$ cat config.mk
export PLATFORM = sky130hd
export DESIGN_NAME = layer_fetch_sched_flat
export DESIGN_NICKNAME = d
export VERILOG_FILES = /design/src/rtl/layer_pkg.sv /design/src/rtl/layer_fetch_sched_if.sv /design/src/rtl/layer_rr_pick.sv /design/src/rtl/layer_fetch_sched.sv /design/src/flat_wrapper.sv
export SDC_FILE = /design/constraint.sdc
export NUM_CORES = 1
export LEC_CHECK = 0
export BUFFER_PORTS_ARGS = -buffer_cell sky130_fd_sc_hd__buf_2
export CAP_MARGIN = 20
export CELL_PAD_IN_SITES_DETAIL_PLACEMENT = 1
export CELL_PAD_IN_SITES_GLOBAL_PLACEMENT = 1
export CORE_MARGIN = 2
export CORE_UTILIZATION = 44
export CTS_CLUSTER_DIAMETER = 30
export DETAILED_ROUTE_END_ITERATION = 12
export PLACE_DENSITY_LB_ADDON = 0.1
export SLEW_MARGIN = 25
export SYNTH_ARGS = -nofsm -noshare
export SYNTH_HDL_FRONTEND = slang
export SYNTH_SLANG_ARGS = --single-unit
$ cat constraint.sdc
create_clock -name clk -period 9.5 [get_ports clk]
set_input_delay 0.475 -clock clk [delete_from_list [all_inputs] [get_ports clk]]
set_output_delay 0.475 -clock clk [all_outputs]
set_load 0.01 [all_outputs]
$ cat src/rtl/layer_pkg.sv
// Shared types and helpers for the layered overlay fetch scheduler.
package layer_pkg;

  localparam int COORD_W = 12;

  typedef enum logic [1:0] {
    IDLE = 2'd0,
    EVAL = 2'd1,
    REQ  = 2'd2,
    WAIT = 2'd3
  } state_t;

  // The bottom edge is formed at COORD_W+1 bits so a window touching line 4095
  // (or overflowing past it) never wraps back to the top of the screen.
  function automatic logic layer_active(input logic [COORD_W-1:0] ny,
                                        input logic [COORD_W-1:0] top,
                                        input logic [COORD_W-1:0] height);
    logic [COORD_W:0] bottom;
    bottom = {1'b0, top} + {1'b0, height};
    return ({1'b0, ny} > {1'b0, top}) && ({1'b0, ny} <= bottom);
  endfunction

endpackage

$ cat src/rtl/layer_fetch_sched_if.sv
// Fetch command channel between the scheduler and the frame-buffer read master.
interface layer_fetch_sched_if
  import layer_pkg::*;
#(
  parameter int LID_W = 2
) ();

  logic               cmd_valid;
  logic               cmd_ready;
  logic [LID_W-1:0]   cmd_layer;
  logic [COORD_W-1:0] cmd_row;
  logic [COORD_W-1:0] cmd_len;
  logic               cmd_done;

  modport master (
    output cmd_valid, cmd_layer, cmd_row, cmd_len,
    input  cmd_ready, cmd_done
  );

  modport slave (
    input  cmd_valid, cmd_layer, cmd_row, cmd_len,
    output cmd_ready, cmd_done
  );

endinterface

$ cat src/rtl/layer_rr_pick.sv
// Round-robin picker: first set bit of the mask searching upward from ptr+1.
module layer_rr_pick #(
  parameter int LAYERS = 4,
  parameter int LID_W  = 2
) (
  input  logic [LAYERS-1:0] mask_i,
  input  logic [LID_W-1:0]  ptr_i,
  output logic [LID_W-1:0]  id_o,
  output logic              found_o
);

  logic [LID_W-1:0] idx;

  // Walk offsets 1..LAYERS from the pointer so the pointer's own layer is
  // considered last; the first hit wins.
  always_comb begin
    id_o    = '0;
    found_o = 1'b0;
    idx     = '0;
    for (int k = 1; k <= LAYERS; k++) begin
      idx = LID_W'((int'(ptr_i) + k) % LAYERS);
      if (!found_o && mask_i[idx]) begin
        found_o = 1'b1;
        id_o    = idx;
      end
    end
  end

endmodule

$ cat src/rtl/layer_fetch_sched.sv
// Per-line fetch scheduler: decides which overlay windows cover the next line
// and issues one line-fetch command per covered layer, one at a time.
module layer_fetch_sched
  import layer_pkg::*;
#(
  parameter int LAYERS = 4,
  parameter int LID_W  = 2
) (
  input  logic                        clk,
  input  logic                        rst,
  input  logic                        frame_start,
  input  logic                        line_start,
  input  logic [COORD_W-1:0]          line_y,
  input  logic [LAYERS-1:0]           layer_en,
  input  logic [LAYERS*COORD_W-1:0]   top_in,
  input  logic [LAYERS*COORD_W-1:0]   left_in,
  input  logic [LAYERS*COORD_W-1:0]   width_in,
  input  logic [LAYERS*COORD_W-1:0]   height_in,
  layer_fetch_sched_if.master         cmd,
  output logic                        busy,
  output logic                        line_done,
  output logic                        underrun,
  input  logic                        underrun_clr
);

  state_t                     state_q, state_d;
  logic [COORD_W-1:0]         ny_q, ny_d;
  logic [LAYERS-1:0]          en_q;
  logic [LAYERS*COORD_W-1:0]  top_q, left_q, width_q, height_q;
  logic [LAYERS-1:0]          pend_q, pend_d;
  logic [LID_W-1:0]           ptr_q, ptr_d;
  logic [LID_W-1:0]           layer_q, layer_d;
  logic [COORD_W-1:0]         row_q, row_d;
  logic [COORD_W-1:0]         len_q, len_d;
  logic                       line_done_q, line_done_d;
  logic                       underrun_q, underrun_d;
  logic                       abort_q, abort_d;

  logic [LAYERS-1:0]          active_mask;
  logic [LAYERS-1:0]          clr_mask;
  logic [LAYERS-1:0]          pick_mask;
  logic [LID_W-1:0]           pick_ptr;
  logic [LID_W-1:0]           pick_id;
  logic                       pick_found;
  logic                       in_busy;
  logic                       underrun_evt;
  logic                       wait_done;
  logic [COORD_W-1:0]         sel_top;
  logic [COORD_W-1:0]         sel_width;
  logic                       left_unused;

  // The left edge is shadowed with the rest of the window so the frame stays
  // coherent, but a line fetch always covers the full width from column 0.
  assign left_unused = ^left_q;

  assign in_busy      = (state_q != IDLE);
  assign underrun_evt = in_busy && (line_start || frame_start);
  assign wait_done    = (state_q == WAIT) && cmd.cmd_done;

  // Window shadow registers, reloaded only at vsync.
  always_ff @(posedge clk or posedge rst) begin
    if (rst) begin
      en_q     <= '0;
      top_q    <= '0;
      left_q   <= '0;
      width_q  <= '0;
      height_q <= '0;
    end else if (frame_start) begin
      en_q     <= layer_en;
      top_q    <= top_in;
      left_q   <= left_in;
      width_q  <= width_in;
      height_q <= height_in;
    end
  end

  // Which enabled windows cover the latched next line.
  always_comb begin
    active_mask = '0;
    for (int i = 0; i < LAYERS; i++) begin
      active_mask[i] = en_q[i] &&
        layer_active(ny_q, top_q[i*COORD_W +: COORD_W], height_q[i*COORD_W +: COORD_W]);
    end
  end

  // Picker input: the fresh mask in EVAL, otherwise what remains after the
  // completing layer, searching from that layer onward.
  always_comb begin
    clr_mask          = '0;
    clr_mask[layer_q] = 1'b1;
    if (state_q == EVAL) begin
      pick_mask = active_mask;
      pick_ptr  = ptr_q;
    end else begin
      pick_mask = pend_q & ~clr_mask;
      pick_ptr  = layer_q;
    end
  end

  layer_rr_pick #(
    .LAYERS (LAYERS),
    .LID_W  (LID_W)
  ) u_pick (
    .mask_i  (pick_mask),
    .ptr_i   (pick_ptr),
    .id_o    (pick_id),
    .found_o (pick_found)
  );

  assign sel_top   = top_q[int'(pick_id)*COORD_W +: COORD_W];
  assign sel_width = width_q[int'(pick_id)*COORD_W +: COORD_W];

  // State register.
  always_ff @(posedge clk or posedge rst) begin
    if (rst) begin
      state_q <= IDLE;
    end else begin
      state_q <= state_d;
    end
  end

  // Next-state logic; an underrun abandons the line but lets a shown command finish.
  always_comb begin
    state_d = state_q;
    unique case (state_q)
      IDLE: if (line_start) state_d = EVAL;
      EVAL: begin
        if (underrun_evt || !pick_found) state_d = IDLE;
        else                             state_d = REQ;
      end
      REQ:  if (cmd.cmd_ready) state_d = WAIT;
      WAIT: begin
        if (cmd.cmd_done) begin
          if (underrun_evt || abort_q || !pick_found) state_d = IDLE;
          else                                        state_d = REQ;
        end
      end
      default: state_d = IDLE;
    endcase
  end

  // Output decode from the current state.
  always_comb begin
    busy          = in_busy;
    cmd.cmd_valid = (state_q == REQ);
  end

  assign cmd.cmd_layer = layer_q;
  assign cmd.cmd_row   = row_q;
  assign cmd.cmd_len   = len_q;
  assign line_done     = line_done_q;
  assign underrun      = underrun_q;

  // Datapath next values: pending mask, pointer, command fields and flags.
  always_comb begin
    ny_d        = ny_q;
    pend_d      = pend_q;
    ptr_d       = ptr_q;
    layer_d     = layer_q;
    row_d       = row_q;
    len_d       = len_q;
    line_done_d = 1'b0;

    if ((state_q == IDLE) && line_start) begin
      ny_d = line_y + COORD_W'(1);
    end

    if (state_q == EVAL) begin
      pend_d = active_mask;
    end

    if (wait_done) begin
      pend_d = pend_q & ~clr_mask;
      ptr_d  = layer_q;
    end

    if ((state_d == REQ) && (state_q != REQ)) begin
      layer_d = pick_id;
      row_d   = ny_q - sel_top - COORD_W'(1);
      len_d   = sel_width;
    end

    line_done_d = !underrun_evt && !pick_found &&
                  ((state_q == EVAL) || (wait_done && !abort_q));

    if (underrun_evt) begin
      pend_d = '0;
    end

    abort_d = (abort_q || underrun_evt) && (state_d != IDLE);

    if (underrun_evt)      underrun_d = 1'b1;
    else if (underrun_clr) underrun_d = 1'b0;
    else                   underrun_d = underrun_q;
  end

  // Datapath registers.
  always_ff @(posedge clk or posedge rst) begin
    if (rst) begin
      ny_q        <= '0;
      pend_q      <= '0;
      ptr_q       <= LID_W'(LAYERS - 1);
      layer_q     <= '0;
      row_q       <= '0;
      len_q       <= '0;
      line_done_q <= 1'b0;
      underrun_q  <= 1'b0;
      abort_q     <= 1'b0;
    end else begin
      ny_q        <= ny_d;
      pend_q      <= pend_d;
      ptr_q       <= ptr_d;
      layer_q     <= layer_d;
      row_q       <= row_d;
      len_q       <= len_d;
      line_done_q <= line_done_d;
      underrun_q  <= underrun_d;
      abort_q     <= abort_d;
    end
  end

endmodule

$ cat src/flat_wrapper.sv
// flat-port wrapper written by rule: the top's interface ports become plain ports
module layer_fetch_sched_flat import layer_pkg::*;
#(
  parameter int LAYERS = 4,
  parameter int LID_W  = 2
)
  (clk, rst, frame_start, line_start, line_y, layer_en, top_in, left_in, width_in, height_in, busy, line_done, underrun, underrun_clr, cmd_cmd_valid, cmd_cmd_layer, cmd_cmd_row, cmd_cmd_len, cmd_cmd_ready, cmd_cmd_done);
  layer_fetch_sched_if #(.LID_W(LID_W)) cmd_i ();
  input  logic clk;
  input  logic rst;
  input  logic frame_start;
  input  logic line_start;
  input  logic [COORD_W-1:0] line_y;
  input  logic [LAYERS-1:0] layer_en;
  input  logic [LAYERS*COORD_W-1:0] top_in;
  input  logic [LAYERS*COORD_W-1:0] left_in;
  input  logic [LAYERS*COORD_W-1:0] width_in;
  input  logic [LAYERS*COORD_W-1:0] height_in;
  output logic busy;
  output logic line_done;
  output logic underrun;
  input  logic underrun_clr;
  output wire logic [$bits(cmd_i.cmd_valid)-1:0] cmd_cmd_valid;
  output wire logic [$bits(cmd_i.cmd_layer)-1:0] cmd_cmd_layer;
  output wire logic [$bits(cmd_i.cmd_row)-1:0] cmd_cmd_row;
  output wire logic [$bits(cmd_i.cmd_len)-1:0] cmd_cmd_len;
  input wire logic [$bits(cmd_i.cmd_ready)-1:0] cmd_cmd_ready;
  input wire logic [$bits(cmd_i.cmd_done)-1:0] cmd_cmd_done;
  assign cmd_cmd_valid = cmd_i.cmd_valid;
  assign cmd_cmd_layer = cmd_i.cmd_layer;
  assign cmd_cmd_row = cmd_i.cmd_row;
  assign cmd_cmd_len = cmd_i.cmd_len;
  assign cmd_i.cmd_ready = cmd_cmd_ready;
  assign cmd_i.cmd_done = cmd_cmd_done;
  layer_fetch_sched #(.LAYERS(LAYERS), .LID_W(LID_W)) u_core (.clk(clk), .rst(rst), .frame_start(frame_start), .line_start(line_start), .line_y(line_y), .layer_en(layer_en), .top_in(top_in), .left_in(left_in), .width_in(width_in), .height_in(height_in), .cmd(cmd_i), .busy(busy), .line_done(line_done), .underrun(underrun), .underrun_clr(underrun_clr));
endmodule
==> flow_summary.yaml, run 1 <==
clock_network:
  post-cts-setup-buffer-count: 0
  cts_made_buffers: 17
  cts_tree: "built"
  number_of_buffers_between_clock_root_and_the_deepest_sink: 2
  post_cts_hold_buffer_count: 0
  clock_insertion_delay_worst_skew_ns: 0.47
  post_cts_resized: 0
  cts_sinks: 197
  htreeDepth: 4
  clkSlewWorstSetupHoldPaths_ns: 0.08
  clock-root-buffer: "sky130_fd_sc_hd__clkbuf_16"
sta:
  period_needed_ns: 7.80
  layout_worst_path_cycle_share_pct: 82.1
  timing_hold_violations_final: 0
  setup_violations: 0
  achievable-frequency_ghz: 0.128
  timing.setup.tns_ns: 0
  worst_slack_ns: 1.70
  grt_setup_unrepaired: "no"
  tightestPinTransition_ns: 0.930
  skew_ns: 0.0147
  report.final.slew_viol_count: 0
  slew-limit-headroom_pct: 38.0
grt:
  globalRoute.totalOverflow: 0
  grt_first_pass_wirelength_mm: 59.6
  grt_antenna_before_repair: 0
  first_global_vias: 11000
  combined_global_route_utilization_of_all_metal_layers_pct: 25.1
  maximum_number_of_pins_on_one_net_before_global_route_repair: 81
worst_setup_path:
  worstSetupPathType: "reg -> reg"
  crit-reg2reg-capture: "u_core.cmd.cmd_row[10]"
  critical_path.most_common_cell: "sky130_fd_sc_hd__a21oi_1"
  timing.reg2reg.worst_path_depth: 32
  timing.reg2reg.setup_slack_ns: 1.70
  critical_path.endpoint_type: "register"
  worstPathBufferInverterCount: 0
  cp_data_arrival_time_ns: 8.14
  cpMaxStageDelayCell: "sky130_fd_sc_hd__and2_1"
  critical_path.startpoint: "u_core.top_q[36]"
  worst_reg2reg_path_startpoint: "u_core.top_q[36]"
  crit_fanout: 14
  highest_cell_delay_on_the_worst_timing_path_ns: 0.78
  cp-endpoint: "u_core.cmd.cmd_row[10]"
  startpoint_type: "register"
  timing.critical_path.max_delay_family: "compound AO/OA/AOI/OAI gates"
  critical_path_required_ns: 9.84
  path_depth: 32
logic_synthesis:
  syn_avg_cell_area_um2: 9.92
  syn_inst: 1309
  synth_sequential_area_ratio_pct: 38.0
  mappedNetlistArea_um2: 13000
  post_synth_and_or_nand_nor_area_fraction_pct: 10.4
  synth_top_flop_cell: "sky130_fd_sc_hd__dfrtp_1"
  synth.yosys.warnings: 0
  synth_mux_area_share_pct: 12.2
  yosys.area_share.adder_pct: 15.8
  synthesis.nets: 1685
  synth_seq_cells: 197
  synth_compound_gate_area_share_pct: 15.7
  synth_cell_types: 70
  main_combinational_cell_family_by_area_after_synthesis: "adder cells"
  asyncSetResetFlopFracSynth_pct: 100
  synth_xor_xnor_area_share_pct: 3.84
  synth_edf_count: 0
placement:
  gp_congestion: 0.894
  post_dp_cell_area_um2: 14300
  pre_cts_slack_ns: 1.82
  dp_hpwl_mm: 28.1
  io_buffer_count: 196
power_and_ir_drop:
  leakage_uw: 0.00701
  pwr_density_cell_nw_per_um2: 295
  irDropWorstVdd_mv: 0.174
drt:
  detail_route.vias_per_cell: 5.56
  remaining_drc_errors: 0
  detail_route.first_pass.iterations: 4
  postRouteWirelength_mm: 37.6
  antenna_left: 0
  routedWlPerCell_um: 20.0
  drt_first_iter_violations: 470
  vias: 10500
finish:
  antenna-diode-count: 0
  commonest_cells_after_routing_fill_and_taps_aside: "195 x sky130_fd_sc_hd__buf_2, 195 x sky130_fd_sc_hd__dfrtp_1, 156 x sky130_fd_sc_hd__ha_1, 117 x sky130_fd_sc_hd__mux2_2, 116 x sky130_fd_sc_hd__nand2_1"
  synthToLayoutAreaGrowth_pct: 15.0
  layout-drive-gt1-share_pct: 24.4
  final_net_count: 1864
  design_area_um2: 14900
  postLayoutCoreUtil_pct: 51.8
worst_hold_path:
  hp-class: "in -> async"
floorplanning:
  design.core.area_um2: 28900
  design.die.area_um2: 30900
  top_level_ports: 245
  start_util_pct: 45.0
  die_h_um: 176
  dieWidth_um: 176
  rows: 62
run_status:
  run_status: "finished clean"
run:
  max_cap_violations: 0
## registers in the layout, indices dropped and copies added, names as in the netlist
| name | cells |
|---|---|
| u_core.pend_q | 4 |
| u_core.ny_q | 12 |
| u_core.cmd.cmd_row | 12 |
| u_core.en_q | 4 |
| u_core.top_q | 48 |
| u_core.ptr_q | 2 |
| u_core.state_q | 2 |
| u_core.width_q | 48 |
| u_core.underrun | 1 |
| u_core.height_q | 48 |
| u_core.cmd.cmd_layer | 2 |
| u_core.line_done | 1 |
| u_core.abort_q | 1 |
| u_core.cmd.cmd_len | 12 |
## cells in the mapped netlist, drive strengths merged, types with 3 or more instances
cell type,number,area share [%]
buf,10,0.61
o31ai,7,0.40
nand3b,3,0.17
a31oi,6,0.29
nor3,9,0.35
and2,6,0.29
nand3,22,0.85
o221ai,3,0.20
fa,5,0.77
nand4,19,0.91
a21o,17,0.98
mux2i,25,1.9
nor2b,15,0.72
nor2,63,1.9
xnor2,32,2.2
inv,90,2.6
and3,9,0.43
or4,3,0.17
o21bai,8,0.46
nor4,3,0.14
a211oi,11,0.64
o211ai,25,1.4
xor2,25,1.7
mux2,118,10
nand2,116,3.4
nand2b,11,0.53
a21boi,4,0.23
a2111oi,3,0.20
o21ai,113,4.4
a221oi,3,0.20
ha,156,15
o41ai,3,0.20
a21oi,86,3.3
clkbuf,35,1.0
dfrtp,195,38
a211o,5,0.34
o21a,12,0.69
## routing by layer
layer | vias up | global-route usage [%] | routed length (µm)
met4 | 0 | 6.89 | 633
li1 | 5078 | - | -
met2 | 181 | 44.4 | 19000
met3 | 40 | 4.94 | 1660
met5 | - | 0 | 0
met1 | 5190 | 31.3 | 16300
## cells by family (layout without fill, tap and decap cells)
family,Yosys count,in the layout
buffers and inverters,135,327
multiplexers,143,143
AND/OR/NAND/NOR,288,288
flip-flops,197,197
XOR/XNOR,57,57
AO/OA/AOI/OAI,328,328
adder cells (fa/ha/maj),161,161
## power breakdown
group | internal, µW | switching, µW
registers | 987 | 224
logic | 1050 | 1410
clock network | 368 | 381
total | 2400 | 2010
## how the worst min path moves through the flow
stage / to / cells past startpoint / start
2_1_floorplan: u_core.en_q[1] / 1 / u_core.en_q[1]
3_3_place_gp: u_core.cmd.cmd_len[11] / 2 / u_core.cmd.cmd_len[11]
3_5_place_dp: u_core.cmd.cmd_row[3] / 2 / u_core.cmd.cmd_row[3]
4_1_cts: u_core.height_q[6] / 2 / rst
5_1_grt: u_core.height_q[2] / 2 / rst
6_report: u_core.height_q[6] / 2 / rst
## per-stage QoR
| step | hold WS (ns) | total power, µW | instances |
|---|---|---|---|
| 4_1_cts | 0.0717 | 4440 | 1885 |
| 3_5_place_dp | 0.470 | 3670 | 1853 |
| 2_1_floorplan | 0.475 | 2950 | 1309 |
| 3_3_place_gp | 0.462 | 3580 | 1853 |
| 6_report | 0.0685 | 4410 | 1885 |
| 5_1_grt | 0.101 | 4810 | 1885 |
## area by class of cell
| cell class | instances | area, µm² |
|---|---|---|
| repair buffers | 205 | 1060 |
| multi-input cells | 977 | 7520 |
| clock buffers | 19 | 453 |
| fillers | 3335 | 13900 |
| clock inverters | 13 | 148 |
| flip-flops and latches | 197 | 4930 |
| inverters | 90 | 345 |
| well taps | 384 | 480 |
Note: power is estimated with default switching activity, not from simulation.
==> inputs of run 2 (changes only) <==
==> constraint.sdc (replaced) <==
create_clock -name clk -period 8.1 [get_ports clk]
set_input_delay 0.405 -clock clk [delete_from_list [all_inputs] [get_ports clk]]
set_output_delay 0.405 -clock clk [all_outputs]
set_load 0.01 [all_outputs]
==> flow_summary.yaml, run 2 (synthesis results as in run 1) <==
clock_network:
  cts_sinks: 197
  post_cts_hold_buffer_count: 0
  number_of_buffers_between_clock_root_and_the_deepest_sink: 2
  clock_insertion_delay_worst_skew_ns: 0.46
  htreeDepth: 4
  clkSlewWorstSetupHoldPaths_ns: 0.09
  clock-root-buffer: "sky130_fd_sc_hd__clkbuf_16"
  cts_tree: "built"
  cts_made_buffers: 17
sta:
  tightestPinTransition_ns: 0.948
  report.final.slew_viol_count: 0
  achievable-frequency_ghz: 0.133
  timing_hold_violations_final: 0
  period_needed_ns: 7.53
  skew_ns: 0.0186
  grt_setup_unrepaired: "no"
  timing.setup.tns_ns: 0
  slew-limit-headroom_pct: 36.8
  setup_violations: 0
  layout_worst_path_cycle_share_pct: 93.0
finish:
  multiInputGateArea_um2: 7530
  seqCellArea_um2: 4930
  postLayoutCoreUtil_pct: 51.9
  reg.largest.list: "u_core.height_q (48), u_core.top_q (48), u_core.width_q (48)"
  fillCellCount: 3378
  design_area_um2: 15000
  antenna-diode-count: 0
  commonest_cells_after_routing_fill_and_taps_aside: "195 x sky130_fd_sc_hd__buf_2, 195 x sky130_fd_sc_hd__dfrtp_1, 156 x sky130_fd_sc_hd__ha_1, 117 x sky130_fd_sc_hd__mux2_2, 115 x sky130_fd_sc_hd__nand2_1"
  final_net_count: 1864
  synthToLayoutAreaGrowth_pct: 15.2
  layout-drive-gt1-share_pct: 24.6
worst_setup_path:
  critical_path_required_ns: 8.47
  crit_fanout: 21
  critical_path.most_common_cell: "sky130_fd_sc_hd__a21oi_1"
  worstSetupPathType: "reg -> reg"
  cpMaxStageDelayCell: "sky130_fd_sc_hd__or4_1"
  startpoint_type: "register"
  critical_path.endpoint_type: "register"
  highest_cell_delay_on_the_worst_timing_path_ns: 0.46
  cp_data_arrival_time_ns: 7.91
placement:
  io_buffer_count: 196
  gp_congestion: 0.970
  post_dp_cell_area_um2: 14300
  dp_hpwl_mm: 28.5
drt:
  detail_route.vias_per_cell: 5.54
  remaining_drc_errors: 0
  routedWlPerCell_um: 20.1
  detail_route.first_pass.iterations: 4
  drt_first_iter_violations: 433
  vias: 10500
  antenna_left: 0
  postRouteWirelength_mm: 38.0
grt:
  maximum_number_of_pins_on_one_net_before_global_route_repair: 130
  first_global_vias: 11200
  grt_first_pass_wirelength_mm: 60.4
  combined_global_route_utilization_of_all_metal_layers_pct: 25.4
  globalRoute.totalOverflow: 0
  grt_antenna_before_repair: 0
power_and_ir_drop:
  power.total_uw: 5220
  irDropWorstVdd_mv: 0.245
  pwr_density_cell_nw_per_um2: 349
  leakage_uw: 0.00702
floorplanning:
  rows: 62
  dieWidth_um: 176
  design.die.area_um2: 30900
  design.core.area_um2: 28900
  top_level_ports: 245
  die_h_um: 176
  start_util_pct: 45.0
run_status:
  run_status: "finished clean"
worst_hold_path:
  hp-class: "in -> async"
run:
  max_cap_violations: 0
-- run 2: changes by cell type in the layout (fill, tap and decap cells not counted), sizes merged --
cell / previous run / this run
inv: 98 / 96
clkbuf: 19 / 18
clkinvlp: 1 / 0
clkinv: 4 / 8
-- run 2: area by class of cell --
class / instances / area share, %
multi-input cells: 977 / 50.4
flip-flops and latches: 197 / 33.0
repair buffers: 205 / 7.05
well taps: 384 / 3.21
clock buffers: 18 / 2.94
inverters: 90 / 2.31
clock inverters: 14 / 1.18
-- run 2: worst paths after layout --
path,from,end,slack [ns],depth (start not counted)
max,u_core.height_q[1],u_core.cmd.cmd_row[10],0.57,35
min,rst,u_core.height_q[6],0.09,2
max reg2reg,u_core.height_q[1],u_core.cmd.cmd_row[10],0.57,35
min reg2reg,u_core.cmd.cmd_row[9],u_core.cmd.cmd_row[9],0.49,2
max in group asynchronous,rst,u_core.top_q[20],6.52,3
min in group clk,underrun_clr,u_core.underrun,0.14,2
-- run 2: critical path, delay by kind of cell, from the launching register on --
family                   cells  cell delay (ns)
adder cells (fa/ha/maj)      3             0.99
buffers and inverters        2             0.54
flip-flops                   1             0.39
AND/OR/NAND/NOR              5             0.94
AO/OA/AOI/OAI               24             4.45
XOR/XNOR                     1             0.15
-- run 2: stage by stage --
| step | hold slack [ns] | setup WS (ns) | cells |
|---|---|---|---|
| 6_report | 0.0874 | 0.567 | 1885 |
| 5_1_grt | 0.117 | 0.0118 | 1885 |
| 4_1_cts | 0.117 | 0.262 | 1884 |
| 3_5_place_dp | 0.469 | 0.460 | 1852 |
| 3_3_place_gp | 0.461 | 0.674 | 1852 |
| 2_1_floorplan | 0.475 | 1.50 | 1309 |
-- run 2: per-layer routing --
layer,global-route usage [%],wire length [µm],part of all wire [%],up-vias
met5,0,0,0,-
met4,6.85,624,1.6,0
met2,44.7,19300,51,170
li1,-,-,-,5057
met1,31.7,16100,42,5182
met3,5.26,1970,5.2,42
-- run 2: report_power, final --
| part | leakage [µW] | switching, µW | internal, µW |
|---|---|---|---|
| registers | 0.00236 | 295 | 1160 |
| clock network | 0.000299 | 456 | 428 |
| logic | 0.00436 | 1640 | 1250 |
-- run 2: repair_timing --
action	in CTS	in global routing
setup buffers	0	1
setup endpoints to repair	0	3
resized for setup	0	5
